$ cat src/rtl/video_out_pkg.sv
// rtl/video_out_pkg.sv - shared types, constants and bar-colour helper for video_out_stage
//   mode_e       : source select (pass, colour bars, solid, auto)
//   lock_state_e : timing lock state machine states
//   bar_color()  : colour of a bar index for a given pixel width
//   CRC_POLY/CRC_INIT : CRC-16-CCITT constants used by the optional frame CRC
package video_out_pkg;

  typedef enum logic [1:0] {
    MODE_PASS  = 2'd0,
    MODE_BARS  = 2'd1,
    MODE_SOLID = 2'd2,
    MODE_AUTO  = 2'd3
  } mode_e;

  typedef enum logic [1:0] {
    LOCK_UNLOCKED = 2'd0,
    LOCK_CHECKING = 2'd1,
    LOCK_LOCKED   = 2'd2
  } lock_state_e;

  localparam int          MAX_DATA_W = 96;
  localparam logic [15:0] CRC_POLY   = 16'h1021;
  localparam logic [15:0] CRC_INIT   = 16'hFFFF;

  // Pixel is R (top third), G, B (bottom third). Index bit2 lights R, bit1 G,
  // bit0 B. Returned at MAX_DATA_W; callers size-cast down to their width.
  function automatic logic [MAX_DATA_W-1:0] bar_color(input logic [2:0] idx, input int data_w);
    logic [MAX_DATA_W-1:0] c;
    int                    cw;
    c  = '0;
    cw = data_w / 3;
    for (int i = 0; i < MAX_DATA_W; i++) begin
      if (i < data_w) begin
        if (i >= 2 * cw)  c[i] = idx[2];
        else if (i >= cw) c[i] = idx[1];
        else              c[i] = idx[0];
      end
    end
    return c;
  endfunction

endpackage

$ cat src/rtl/video_timing_monitor.sv
// rtl/video_timing_monitor.sv - frame-start detection, line/frame measurement and lock FSM
//   clock, reset   : video clock, asynchronous active-high reset
//   i_de, i_vs     : incoming data enable and vertical sync
//   o_frame_start  : combinational, high in the cycle i_vs rises
//   o_line_width   : line width captured at the last frame start
//   o_locked       : registered, high only in the LOCKED state
module video_timing_monitor
  import video_out_pkg::*;
#(
  parameter int H_W         = 12,
  parameter int V_W         = 12,
  parameter int LOCK_FRAMES = 4
) (
  input  logic           clock,
  input  logic           reset,
  input  logic           i_de,
  input  logic           i_vs,
  output logic           o_frame_start,
  output logic [H_W-1:0] o_line_width,
  output logic           o_locked
);

  localparam logic [3:0] LOCK_TARGET = 4'(LOCK_FRAMES);

  logic           de_q, vs_q;
  logic [H_W-1:0] pix_q, width_q, frame_width_q;
  logic [V_W-1:0] line_q, frame_height_q;
  logic [3:0]     match_cnt_q;
  lock_state_e    state_q;
  logic           locked_q;

  logic           de_fall, frame_start, match;
  logic [H_W-1:0] width_d;
  logic [V_W-1:0] line_d;
  logic [3:0]     match_cnt_d;

  assign de_fall     = de_q & ~i_de;
  assign frame_start = i_vs & ~vs_q;

  // A line ending in the same cycle as the frame start belongs to the
  // finishing frame, so measure with the already-updated values.
  assign width_d     = de_fall ? pix_q : width_q;
  assign line_d      = (de_fall && line_q != '1) ? line_q + V_W'(1) : line_q;
  assign match       = (width_d == frame_width_q) && (line_d == frame_height_q) &&
                       (width_d != '0) && (line_d != '0);
  assign match_cnt_d = (match_cnt_q == LOCK_TARGET) ? match_cnt_q : match_cnt_q + 4'd1;

  always_ff @(posedge clock or posedge reset) begin
    if (reset) begin
      de_q           <= 1'b0;
      vs_q           <= 1'b0;
      pix_q          <= '0;
      width_q        <= '0;
      line_q         <= '0;
      frame_width_q  <= '0;
      frame_height_q <= '0;
    end else begin
      de_q <= i_de;
      vs_q <= i_vs;
      if (de_fall) begin
        width_q <= pix_q;
        pix_q   <= '0;
      end else if (i_de && pix_q != '1) begin
        pix_q <= pix_q + H_W'(1);
      end
      if (frame_start) begin
        frame_width_q  <= width_d;
        frame_height_q <= line_d;
        line_q         <= '0;
      end else begin
        line_q <= line_d;
      end
    end
  end

  always_ff @(posedge clock or posedge reset) begin
    if (reset) begin
      state_q     <= LOCK_UNLOCKED;
      match_cnt_q <= '0;
      locked_q    <= 1'b0;
    end else if (frame_start) begin
      if (!match) begin
        state_q     <= LOCK_UNLOCKED;
        match_cnt_q <= '0;
        locked_q    <= 1'b0;
      end else begin
        match_cnt_q <= match_cnt_d;
        case (state_q)
          LOCK_UNLOCKED, LOCK_CHECKING: begin
            if (match_cnt_d == LOCK_TARGET) begin
              state_q  <= LOCK_LOCKED;
              locked_q <= 1'b1;
            end else begin
              state_q  <= LOCK_CHECKING;
            end
          end
          default: begin
            state_q  <= LOCK_LOCKED;
            locked_q <= 1'b1;
          end
        endcase
      end
    end
  end

  assign o_frame_start = frame_start;
  assign o_line_width  = frame_width_q;
  assign o_locked      = locked_q;

endmodule

$ cat src/rtl/video_out_stage.sv
// rtl/video_out_stage.sv - video output stage: source mux, fixed-latency pipeline, lock and frame count
//   clock, reset              : video clock, asynchronous active-high reset
//   i_data/i_de/i_hs/i_vs     : incoming pixel stream
//   i_mode, i_bg_color        : source select (frame-synchronous) and solid colour
//   o_data/o_de/o_hs/o_vs     : outputs, LATENCY cycles after the inputs
//   o_locked, o_frame_count   : timing lock status and frame counter
//   o_frame_crc               : per-frame CRC-16, only with VIDEO_OUT_STAGE_CRC_EN defined
module video_out_stage
  import video_out_pkg::*;
#(
  parameter int DATA_W      = 24,
  parameter int LATENCY     = 2,
  parameter int H_W         = 12,
  parameter int V_W         = 12,
  parameter int LOCK_FRAMES = 4,
  parameter int BAR_LOG2    = 3,
  parameter int FRAME_CNT_W = 16
) (
  input  logic                   clock,
  input  logic                   reset,
  input  logic [DATA_W-1:0]      i_data,
  input  logic                   i_de,
  input  logic                   i_hs,
  input  logic                   i_vs,
  input  logic [1:0]             i_mode,
  input  logic [DATA_W-1:0]      i_bg_color,
  output logic [DATA_W-1:0]      o_data,
  output logic                   o_de,
  output logic                   o_hs,
  output logic                   o_vs,
  output logic                   o_locked,
  output logic [FRAME_CNT_W-1:0] o_frame_count
`ifdef VIDEO_OUT_STAGE_CRC_EN
  ,
  output logic [15:0]            o_frame_crc
`endif
);

  logic             frame_start, mon_locked;
  logic [H_W-1:0]   line_width;

  video_timing_monitor #(
    .H_W         (H_W),
    .V_W         (V_W),
    .LOCK_FRAMES (LOCK_FRAMES)
  ) u_monitor (
    .clock         (clock),
    .reset         (reset),
    .i_de          (i_de),
    .i_vs          (i_vs),
    .o_frame_start (frame_start),
    .o_line_width  (line_width),
    .o_locked      (mon_locked)
  );

  mode_e                  mode_q;
  logic [FRAME_CNT_W-1:0] frame_cnt_q, frame_count_q;
  logic                   locked_q;
  logic [H_W-1:0]         bar_cnt_q, bar_w_d, bar_shift;
  logic [BAR_LOG2-1:0]    bar_idx_q;
  logic [DATA_W-1:0]      bar_data_d, src_data_d;
  logic [DATA_W-1:0]      data_pipe_q [LATENCY];
  logic [2:0]             ctl_pipe_q  [LATENCY];

  assign bar_shift  = line_width >> BAR_LOG2;
  assign bar_w_d    = (bar_shift == '0) ? H_W'(1) : bar_shift;
  assign bar_data_d = DATA_W'(bar_color(3'(bar_idx_q), DATA_W));

  always_comb begin
    src_data_d = '0;
    if (i_de) begin
      case (mode_q)
        MODE_PASS:  src_data_d = i_data;
        MODE_BARS:  src_data_d = bar_data_d;
        MODE_SOLID: src_data_d = i_bg_color;
        default:    src_data_d = mon_locked ? i_data : bar_data_d;
      endcase
    end
  end

  always_ff @(posedge clock or posedge reset) begin
    if (reset) begin
      mode_q        <= MODE_PASS;
      frame_cnt_q   <= '0;
      frame_count_q <= '0;
      locked_q      <= 1'b0;
      bar_cnt_q     <= '0;
      bar_idx_q     <= '0;
    end else begin
      if (frame_start) begin
        mode_q      <= mode_e'(i_mode);
        frame_cnt_q <= frame_cnt_q + FRAME_CNT_W'(1);
      end
      // Status outputs trail the internal frame-start update by one cycle.
      frame_count_q <= frame_cnt_q;
      locked_q      <= mon_locked;
      if (!i_de) begin
        bar_cnt_q <= '0;
        bar_idx_q <= '0;
      end else if (bar_cnt_q == bar_w_d - H_W'(1)) begin
        bar_cnt_q <= '0;
        if (bar_idx_q != '1) bar_idx_q <= bar_idx_q + BAR_LOG2'(1);
      end else begin
        bar_cnt_q <= bar_cnt_q + H_W'(1);
      end
    end
  end

  always_ff @(posedge clock or posedge reset) begin
    if (reset) begin
      for (int k = 0; k < LATENCY; k++) begin
        data_pipe_q[k] <= '0;
        ctl_pipe_q[k]  <= '0;
      end
    end else begin
      data_pipe_q[0] <= src_data_d;
      ctl_pipe_q[0]  <= {i_de, i_hs, i_vs};
      for (int k = 1; k < LATENCY; k++) begin
        data_pipe_q[k] <= data_pipe_q[k-1];
        ctl_pipe_q[k]  <= ctl_pipe_q[k-1];
      end
    end
  end

  assign o_data        = data_pipe_q[LATENCY-1];
  assign o_de          = ctl_pipe_q[LATENCY-1][2];
  assign o_hs          = ctl_pipe_q[LATENCY-1][1];
  assign o_vs          = ctl_pipe_q[LATENCY-1][0];
  assign o_locked      = locked_q;
  assign o_frame_count = frame_count_q;

`ifdef VIDEO_OUT_STAGE_CRC_EN
  function automatic logic [15:0] crc_step(input logic [15:0] crc, input logic [DATA_W-1:0] d);
    logic [15:0] c;
    logic        fb;
    c = crc;
    for (int i = DATA_W - 1; i >= 0; i--) begin
      fb = c[15] ^ d[i];
      c  = {c[14:0], 1'b0};
      if (fb) c = c ^ CRC_POLY;
    end
    return c;
  endfunction

  logic        crc_vs_q;
  logic [15:0] crc_q, crc_out_q;

  always_ff @(posedge clock or posedge reset) begin
    if (reset) begin
      crc_vs_q  <= 1'b0;
      crc_q     <= CRC_INIT;
      crc_out_q <= '0;
    end else begin
      crc_vs_q <= o_vs;
      if (o_vs && !crc_vs_q) begin
        crc_out_q <= crc_q;
        crc_q     <= o_de ? crc_step(CRC_INIT, o_data) : CRC_INIT;
      end else if (o_de) begin
        crc_q <= crc_step(crc_q, o_data);
      end
    end
  end

  assign o_frame_crc = crc_out_q;
`endif

endmodule

$ cat config.mk
export PLATFORM = sky130hd
export DESIGN_NAME = video_out_stage
export DESIGN_NICKNAME = d
export VERILOG_FILES = /design/src/rtl/video_out_pkg.sv /design/src/rtl/video_timing_monitor.sv /design/src/rtl/video_out_stage.sv
export SDC_FILE = /design/constraint.sdc
export NUM_CORES = 1
export LEC_CHECK = 0
export BUFFER_PORTS_ARGS = -buffer_cell sky130_fd_sc_hd__buf_2
export CELL_PAD_IN_SITES_DETAIL_PLACEMENT = 1
export CELL_PAD_IN_SITES_GLOBAL_PLACEMENT = 1
export CORE_MARGIN = 10
export CORE_UTILIZATION = 49
export CTS_CLUSTER_DIAMETER = 200
export DETAILED_ROUTE_END_ITERATION = 8
export PLACE_DENSITY = 0.83
export SETUP_SLACK_MARGIN = 0.3
export SYNTH_ARGS = -nofsm -noshare
export SYNTH_HDL_FRONTEND = slang
export SYNTH_SLANG_ARGS = --single-unit
$ cat constraint.sdc
create_clock -name clock -period 14.93 [get_ports clock]
set_clock_uncertainty 0.05 [all_clocks]
set_input_delay 2.986 -clock clock [delete_from_list [all_inputs] [get_ports clock]]
set_output_delay 2.986 -clock clock [all_outputs]
set_load 0.01 [all_outputs]
* Yosys cells after proc, flatten, opt, wreduce, memory -nomap -nowiden *
Index checks and enable logic that the tools add are counted.
W data, S select, Z words.

storage, ports and cells
  output and inout bits = 44
  memories kept = 0
  flip-flop bits (word level) = 173
  memory bits (writable) = 0
  bits in read-only memories = 0
  latch bits = 0

operators by class
  eq/ne operators = 14
  add/sub/neg operators = 7
  reduce and logical (&&, ||, !) cells = 14
  bitwise logic cells = 4
  multiplexer cells = 22
  div/mod/pow operators = 0
  shift operators = 0
  order comparisons = 0
  $mul = 0

operators by type and width
  kind                     count
  $mux W12                 7
  $pmux W24 S3             1
  $mux W24                 2
  $add A12 B1 Y12 const B  3
  $eq A12 B12 Y1           3
  $ne A12 B12 Y1 const B   2
  $reduce_bool A12 Y1      2
  $add A16 B1 Y16 const B  1
  $logic_not A12 Y1        1
  $sub A9 B1 Y10 const B   1
  $mux W3                  3
  $mux W9                  1
  $eq A4 B3 Y1 const B     2
  $mux W4                  2
  $mux W2                  3
  $ne A3 B3 Y1 const B     2
  $logic_and A1 B1 Y1      5
  $add A4 B1 Y4 const B    1
  $eq A2 B1 Y1 const B     2
  $logic_not A2 Y1         2
  $ne A2 B1 Y1 const B     2
  $reduce_and A2 Y1        2
  $add A3 B1 Y3 const B    1
  $mux W1                  3
  5 further kinds          7

* Longest topological paths before layout *
Gate-level depths: netlist of run 1.

  word-level depth = 10
  gate-level depth with buffers = 12
  gate-level depth less buffers = 11

* By module *
A second synthesis of run 1 with hierarchy kept.

unflattened totals
  cell total of the unflattened synthesis = 834
  area, all modules = 8,431.8 um^2

by module, submodules not included
  module                area an instance (um^2)  seq. area each (um^2)  cells an instance  instances
  video_out_stage       4,513.1                  2,602.5                390                1
  video_timing_monitor  3,918.8                  1,701.6                444                1

* Least setup slack after synthesis of run 1 *
OpenSTA, ideal clock, no wires.

  path type = in2reg
  from = input port i_de
  to = register u_monitor.state_q[1]
  path buffers = 1
  slack = 10.009 ns
  arrival = 4.780 ns
  stages = 9
  required time = 14.788 ns
  cell sequence = clkbuf_1 nand4b_1 nor4_1 mux2i_1 xor2_1 nand4_1 a211oi_2 nand2_2 o31ai_2

on the way
  word-level cells in the longest chain between the ends = 9

ends and longest elaborated chain
  element                           RTL line                    RTL
  start: declaration                video_out_stage.sv:22       input logic i_de,
  $not A1 Y1 (*)                    video_timing_monitor.sv:37  assign de_fall = de_q & ~i_de;
  $and A1 B1 Y1 (*)                 video_timing_monitor.sv:37
  $logic_and A1 B1 Y1               video_timing_monitor.sv:43  assign line_d = (de_fall && line_q != '1) ? line_q + V_W'(1) : line_q;
  $mux W12                          video_timing_monitor.sv:43
  $eq A12 B12 Y1                    video_timing_monitor.sv:44  assign match = (width_d == frame_width_q) && (line_d == frame_height_q) &&
  $logic_and A1 B1 Y1 (2 in a row)  video_timing_monitor.sv:44
  $logic_and A1 B1 Y1 (*)           video_timing_monitor.sv:45  (width_d != '0) && (line_d != '0);
  $mux W2 (*)                       video_timing_monitor.sv:82  if (!match) begin
  end signal: assignment            video_timing_monitor.sv:78  state_q <= LOCK_UNLOCKED;
  end signal: assignment            video_timing_monitor.sv:83  state_q <= LOCK_UNLOCKED;
  end signal: assignment            video_timing_monitor.sv:91  state_q <= LOCK_LOCKED;
  end: declaration                  video_timing_monitor.sv:29  lock_state_e state_q;

Every way passes the cells marked *; elsewhere a longest branch is shown, timed or not.
A chain may end at the register's enable or synchronous reset.

* Final worst setup path of run 1 *
Ends and elaborated chain as after synthesis.

==> run metrics, run 1 <==
initial antenna violation count=0; commonest cells after routing, fill and taps aside=dfrtp_1 (170), nand2_1 (101), buf_2 (98); Slew @ Worst Pin=1051 ps; CP arrival=5510 ps; Seq/Total Area, Yosys=0.5181; Cells after Synth=836; Buf/Inv on CP=1; critical path class=in -> reg; critical-path cell list=buf_2 > nand2b_1 > mux2i_1 > o21ai_0 > a221oi_1 > nand4_1 > nor4_4 > nand2_2 > o31ai_2; post-synth net total=900; Final Critical Period=5216 ps; Syn Area/Cell=9.823 sq um; maximum vdd ir drop=86.20 uV; critical path peak fanout=20; sequential cell area=4254 sq um; RSZ-0062 raised after global routing=false; Via Count=6437; H-tree depth=4; CTS Sinks=170; diode count=0; Netlist Area Pre-Place=8212 sq um; leading cell type in the layout, fill and taps excluded=dfrtp_1; Simple-Gate Fraction of Synth Area=0.1799; library cells used by synthesis=64; pwr dens=124.7 nW/um^2; wire length per cell=19.83 um; # rows=47; layout cell share with drive strength beyond 1=0.1644; clock slew at reported path FFs=70 ps; Yosys reg bits=170; vias in the first global route=6763; die area=22340 sq um; gr ovfl total=0; Synth Area in Compound Gates=0.1480; slowest cell on the critical path=nand2b_1; top cell type's share of synthesized area=0.5181; gp weighted congestion=0.8389; MaxCap Viol Count=0; status=complete, no violations; Tcrit/Tclk final=0.3493; Yosys top cell by area=dfrtp_1; Multi-input gate area=3465 sq um; Layout area overhead=12.56%; Peak Freq=191.7 MHz; Warnings, synthesis=0; NumNets Final=951; Via density=5.747; clock root cell=clkbuf_16; CTS buffer count=17; Layout Utilization=0.5593; die height=149.5 um; adder-cell share of the synthesized area=0.01371; hold_buf cts=0; remaining routing DRC violations=0; ys flop type=dfrtp_1; later-pin clock latency in the skew report=430 ps; Starting Density=0.4969; Final Hold Fails=0; asr flop ratio synth=1.000; P_leak=4.297 nW; XOR/XNOR Fraction of Synth Area=0.06476; initial DRC count=332; core footprint=16520 sq um; Largest delay share family, worst path=simple AND/OR/NAND/NOR gates; Post-CTS Setup Bufs=0; Initial DRT Pass Iterations=4; number of buffers added on ports=98; setup_tns=0 ps; first-pass GRT wire length=36670 um; Final Max Tran Viols=0; EDFF count, synth=0; Die W=149.5 um; largest net degree at the start of global routing=91; CP Launch Type=input port; clk buf depth=2; post-synthesis mux area share=0.01493; WL final=22200 um; Total Power=1.153 mW; Hold Crit Class=reg -> reg; CTS tree=done; required time worst endpoint=15220 ps; Final Setup Violations=0; Area contributors post-synth=dfrtp_1 (52%), nand2_1 (4.6%), a211oi_1 (4.3%); CP peak stage delay=670 ps; fillers=1854; post-cts sizing count=0; Max-slew headroom=0.2992; main combinational cell family by area after synthesis=simple AND/OR/NAND/NOR gates; gr usage total=0.2031; antenna viol nets, final=0; Setup crit end kind=flop; io pins=99; hpwl dp=15180 um
-- cell type report --
type                       instances  share of cell area
clock buffer                      18             0.04752
clock inverter                    14             0.01611
inverter                          34             0.01435
multi-input combinational        561              0.3748
sequential                       170              0.4603
tap                              220             0.02978
timing repair buffer             103             0.05713
-- flip-flops by register name, summed over array words and instances (netlist names), 4 cells and up --
signal                    flops
o_frame_count                16
u_monitor.line_q             12
u_monitor.pix_q              12
u_monitor.frame_height_q     12
data_pipe_q                  24
frame_cnt_q                  16
bar_cnt_q                    12
u_monitor.match_cnt_q         4
u_monitor.width_q            12
o_data                       24
u_monitor.o_line_width       12
-- cell families after synthesis --
logic type,count (synthesis)
AND/OR/NAND/NOR,299
AO/OA/AOI/OAI,186
flip-flops,170
buffers and inverters,105
XOR/XNOR,56
multiplexers,11
adder cells (fa/ha/maj),9
-- path summary, 6_finish.rpt --
path                                                from  slack [ps]  depth (start not counted)                                   end
max                                                 i_de        9710                          9      u_monitor.state_q[1]$_DFFE_PP0P_
min reg2reg                      ctl_pipe_q[4]$_DFF_PP0_         300                          0                        o_hs$_DFF_PP0_
max reg2reg                u_monitor.line_q[0]$_DFF_PP0_       11640                          9      u_monitor.state_q[1]$_DFFE_PP0P_
min in group asynchronous                          reset        2660                          2            o_frame_count[9]$_DFF_PP0_
max in group asynchronous                          reset       10660                          3  u_monitor.match_cnt_q[2]$_DFFE_PP0P_
min                              ctl_pipe_q[4]$_DFF_PP0_         300                          0                        o_hs$_DFF_PP0_
-- power by group --
part | leakage, nW | switching [mW] | internal [mW]
Clock | 0.286 | 0.208 | 0.228
Sequential | 2.25 | 0.0409 | 0.504
Combinational | 1.76 | 0.102 | 0.0699
Total | 4.30 | 0.351 | 0.802
-- synth_stat cells (all sizes together), types with 4 or more instances --
library cell and count:
a211oi 48, a21oi 36, a221oi 4, a311oi 4
a31oi 6, and2 4, and3 13, buf 33
clkbuf 38, dfrtp 170, ha 9, inv 34
mux2i 11, nand2 102, nand2b 7, nand3 31
nand4 14, nor2 61, nor2b 29, nor3 11
nor4 12, o21ai 53, o22ai 4, o31ai 7
xnor2 25, xor2 28
-- worst reg2reg max path, stage by stage (launching register included) --
cell and delay (ps):
dfrtp_1 530, ha_1 320, nand3_1 200, nor4_4 620
o21ai_1 160, a22o_1 290, a211o_1 300, a211oi_2 360
nand2_2 140, o31ai_2 220
-- routing by layer --
layer,vias up,global-route usage,share of wire
met5,-,0,0
met4,0,0.05790,0.016
met3,32,0.04348,0.053
met2,150,0.3302,0.49
met1,3247,0.2680,0.44
li1,3008,-,-
-- per-stage QoR --
| stage | setup slack [ps] | hold WS (ps) | std cells | cell area [sq um] |
|---|---|---|---|---|
| final | 9714 | 297.8 | 1120 | 9243 |
| after global routing | 9424 | 308.5 | 1120 | 9243 |
| after CTS | 9698 | 300.6 | 1120 | 9243 |
| after detailed placement | 9261 | 285.6 | 1088 | 8655 |
| after global placement | 9364 | 281.7 | 1088 | 8655 |
| after floorplan | 7291 | 281.2 | 836 | 8212 |
(Power assumes the default switching activity.)
==> run 2, diff against run 1 <==
--- a/config.mk
+++ b/config.mk
@@ -9,10 +9,10 @@
 export CELL_PAD_IN_SITES_DETAIL_PLACEMENT = 1
 export CELL_PAD_IN_SITES_GLOBAL_PLACEMENT = 1
 export CORE_MARGIN = 10
-export CORE_UTILIZATION = 49
+export CORE_UTILIZATION = 41
 export CTS_CLUSTER_DIAMETER = 200
 export DETAILED_ROUTE_END_ITERATION = 8
-export PLACE_DENSITY = 0.83
+export PLACE_DENSITY = 0.74
 export SETUP_SLACK_MARGIN = 0.3
 export SYNTH_ARGS = -nofsm -noshare
 export SYNTH_HDL_FRONTEND = slang
==> constraint.sdc (replaced) <==
create_clock -name clock -period 4.4 [get_ports clock]
set_clock_uncertainty 0.05 [all_clocks]
set_input_delay 0.88 -clock clock [delete_from_list [all_inputs] [get_ports clock]]
set_output_delay 0.88 -clock clock [all_outputs]
set_load 0.01 [all_outputs]
==> run metrics, run 2 (synthesis gave the netlist of run 1 again) <==
status=complete, no violations; layout cell share with drive strength beyond 1=0.1683 (+0.003883); NumNets Final=954 (+0.32%); wire length per cell=18.52 um (-6.6%); reg2reg setup slack=1190 ps (-10450 ps); Peak Freq=312.0 MHz; met1 Use GR=0.2047 (-0.06330); first-pass GRT wire length=35840 um (-2.3%); die area=26090 sq um (+17%); clock root cell=clkbuf_16; Tcrit/Tclk final=0.7285; M2 GR Usage=0.2865 (-0.04369); Layout area overhead=14.14%; Worst Hold Depth=0 (unchanged); Hold Path Sink=o_data[19]$_DFF_PP0_; P_leak=4.327 nW (+0.68%); required time worst endpoint=4700 ps (-10520 ps); MaxCap Viol Count=0 (unchanged); CTS buffer count=17 (unchanged); RSZ-0062 raised after global routing=false; gr ovfl total=0 (unchanged); CP Launch Type=flop; sw power=1.261 mW (+260%); share of power burned in registers=0.468 (-0.005); number of buffers added on ports=98 (unchanged); setup_tns=0 ps (unchanged); CTS Sinks=170 (unchanged); vias in the first global route=6815 (+0.77%); Hold Crit Class=reg -> reg; met3 Usage GRT=0.03635 (-0.007128); core footprint=19590 sq um (+19%); io pins=99 (unchanged); Post-CTS Setup Bufs=0 (unchanged); Cell Count, Final, Fillers Out=1171 (+4.6%); Final Setup Violations=0 (unchanged); Via density=5.445 (-5.3%); Initial DRT Pass Iterations=4 (unchanged); Final Critical Period=3206 ps; Total Power=4.002 mW (+250%); Via Count=6376 (-0.95%); combinational power share=0.143 (-0.006); # rows=51 (+8.5%); initial DRC count=360 (+8.4%); hpwl dp=14960 um (-1.5%); gr usage total=0.1687 (-0.03439); Max-slew headroom=0.3215 (+0.02229); die height=161.5 um (+8.1%); critical path peak fanout=11 (-45%); Starting Density=0.4192 (-0.07776); Final Max Tran Viols=0 (unchanged); WL final=21680 um (-2.3%); antenna viol nets, final=0 (unchanged); remaining routing DRC violations=0 (unchanged); Layout Utilization=0.4784 (-0.08088); Slew @ Worst Pin=1018 ps (-33.44 ps); maximum vdd ir drop=309.7 uV (+260%); leading cell type in the layout, fill and taps excluded=dfrtp_1; worst hold start=data_pipe_q[43]$_DFF_PP0_; Sw Share=0.3150 (+0.01070); CTS tree=done; clk buf depth=2 (unchanged); CP arrival=3500 ps (-2010 ps); cell-internal power=2.742 mW (+240%); clock slew at reported path FFs=80 ps (about the same); clock share of power=0.390 (+0.012); critical path class=reg -> reg; post-cts sizing count=0 (unchanged); dpl cells=1136 (+4.4%); hold_buf cts=0 (unchanged); later-pin clock latency in the skew report=440 ps (about the same); Setup crit end kind=flop; gp weighted congestion=0.8636 (+2.9%); commonest cells after routing, fill and taps aside=dfrtp_1 (169), nand2_1 (101), buf_2 (98); Die W=161.5 um (+8.1%); R2R Path Start=u_monitor.line_q[0]$_DFF_PP0_; pwr dens=427.0 nW/um^2 (+240%); initial antenna violation count=3 (+3); GR peak layer=met2; largest net degree at the start of global routing=171 (+88%); Final Hold Fails=0 (unchanged); H-tree depth=4 (unchanged); R2R depth=9 (unchanged); Reg2Reg Capture Point=u_monitor.state_q[1]$_DFFE_PP0P_
## run 2: cell count changes in the layout (fill, tap and decap cells not counted)
cell / change
buf_12: +1
inv_12: +5
clkbuf_8: -1
inv_8: -1
dfrtp_2: +1
dfrtp_1: -1
buf_4: +2
clkinv_4: -3
diode_2: +3
## run 2: worst max-delay path: stages, from the launching register on
cell and delay [ps]:
dfrtp_1 530, ha_1 280, nand3_1 170, nor4_4 590, o21ai_1 150, a22o_1 270
a211o_1 290, a211oi_2 390, nand2_2 150, o31ai_2 230
## run 2: final cells by class
| type | count | area (sq um) |
|---|---|---|
| Clock buffer | 17 | 425.4 |
| Sequential cell | 170 | 4255 |
| Tap cell | 265 | 331.6 |
| Inverter | 34 | 131.4 |
| Timing Repair Buffer | 106 | 563.0 |
| Clock inverter | 15 | 193.9 |
| Antenna cell | 3 | 7.507 |
| Fill cell | 2244 | 10220 |
| Multi-Input combinational cell | 561 | 3465 |
## run 2: per-stage QoR
stage / area, sq um / worst slack, ps / hold slack (ps)
CTS: 9365 / 1194 / 299.2
detailed placement: 8746 / 1121 / 286.3
global route: 9373 / 911.0 / 303.2
global placement: 8746 / 1203 / 282.4
floorplan: 8215 / 1301 / 281.2
finish: 9373 / 1194 / 294.4
## run 2: worst max path at each step
stage	start	endpoint	slack, ps
6_report	u_monitor.line_q[0]$_DFF_PP0_	u_monitor.state_q[1]$_DFFE_PP0P_	1190
5_1_grt	u_monitor.line_q[0]$_DFF_PP0_	u_monitor.state_q[1]$_DFFE_PP0P_	910
4_1_cts	u_monitor.line_q[0]$_DFF_PP0_	u_monitor.state_q[1]$_DFFE_PP0P_	1190
3_5_place_dp	i_de	u_monitor.state_q[1]$_DFFE_PP0P_	1120
3_3_place_gp	i_de	u_monitor.state_q[1]$_DFFE_PP0P_	1200
2_1_floorplan	reset	bar_cnt_q[0]$_DFF_PP0_	1300
## run 2: power by group through the flow
stage | clock network [mW] | registers (mW) | logic (mW)
after floorplan | 0 | 1.83 | 0.447
after global placement | 0 | 1.89 | 0.551
after detailed placement | 0 | 1.90 | 0.568
after CTS | 1.59 | 1.87 | 0.582
after global routing | 1.67 | 1.90 | 0.642
final | 1.56 | 1.87 | 0.571
## run 2: per-layer routing
layer	up-vias	wire length [um]
li1	3019	-
met1	3225	9413
met2	102	11140
met3	30	747
met4	0	384
met5	-	0
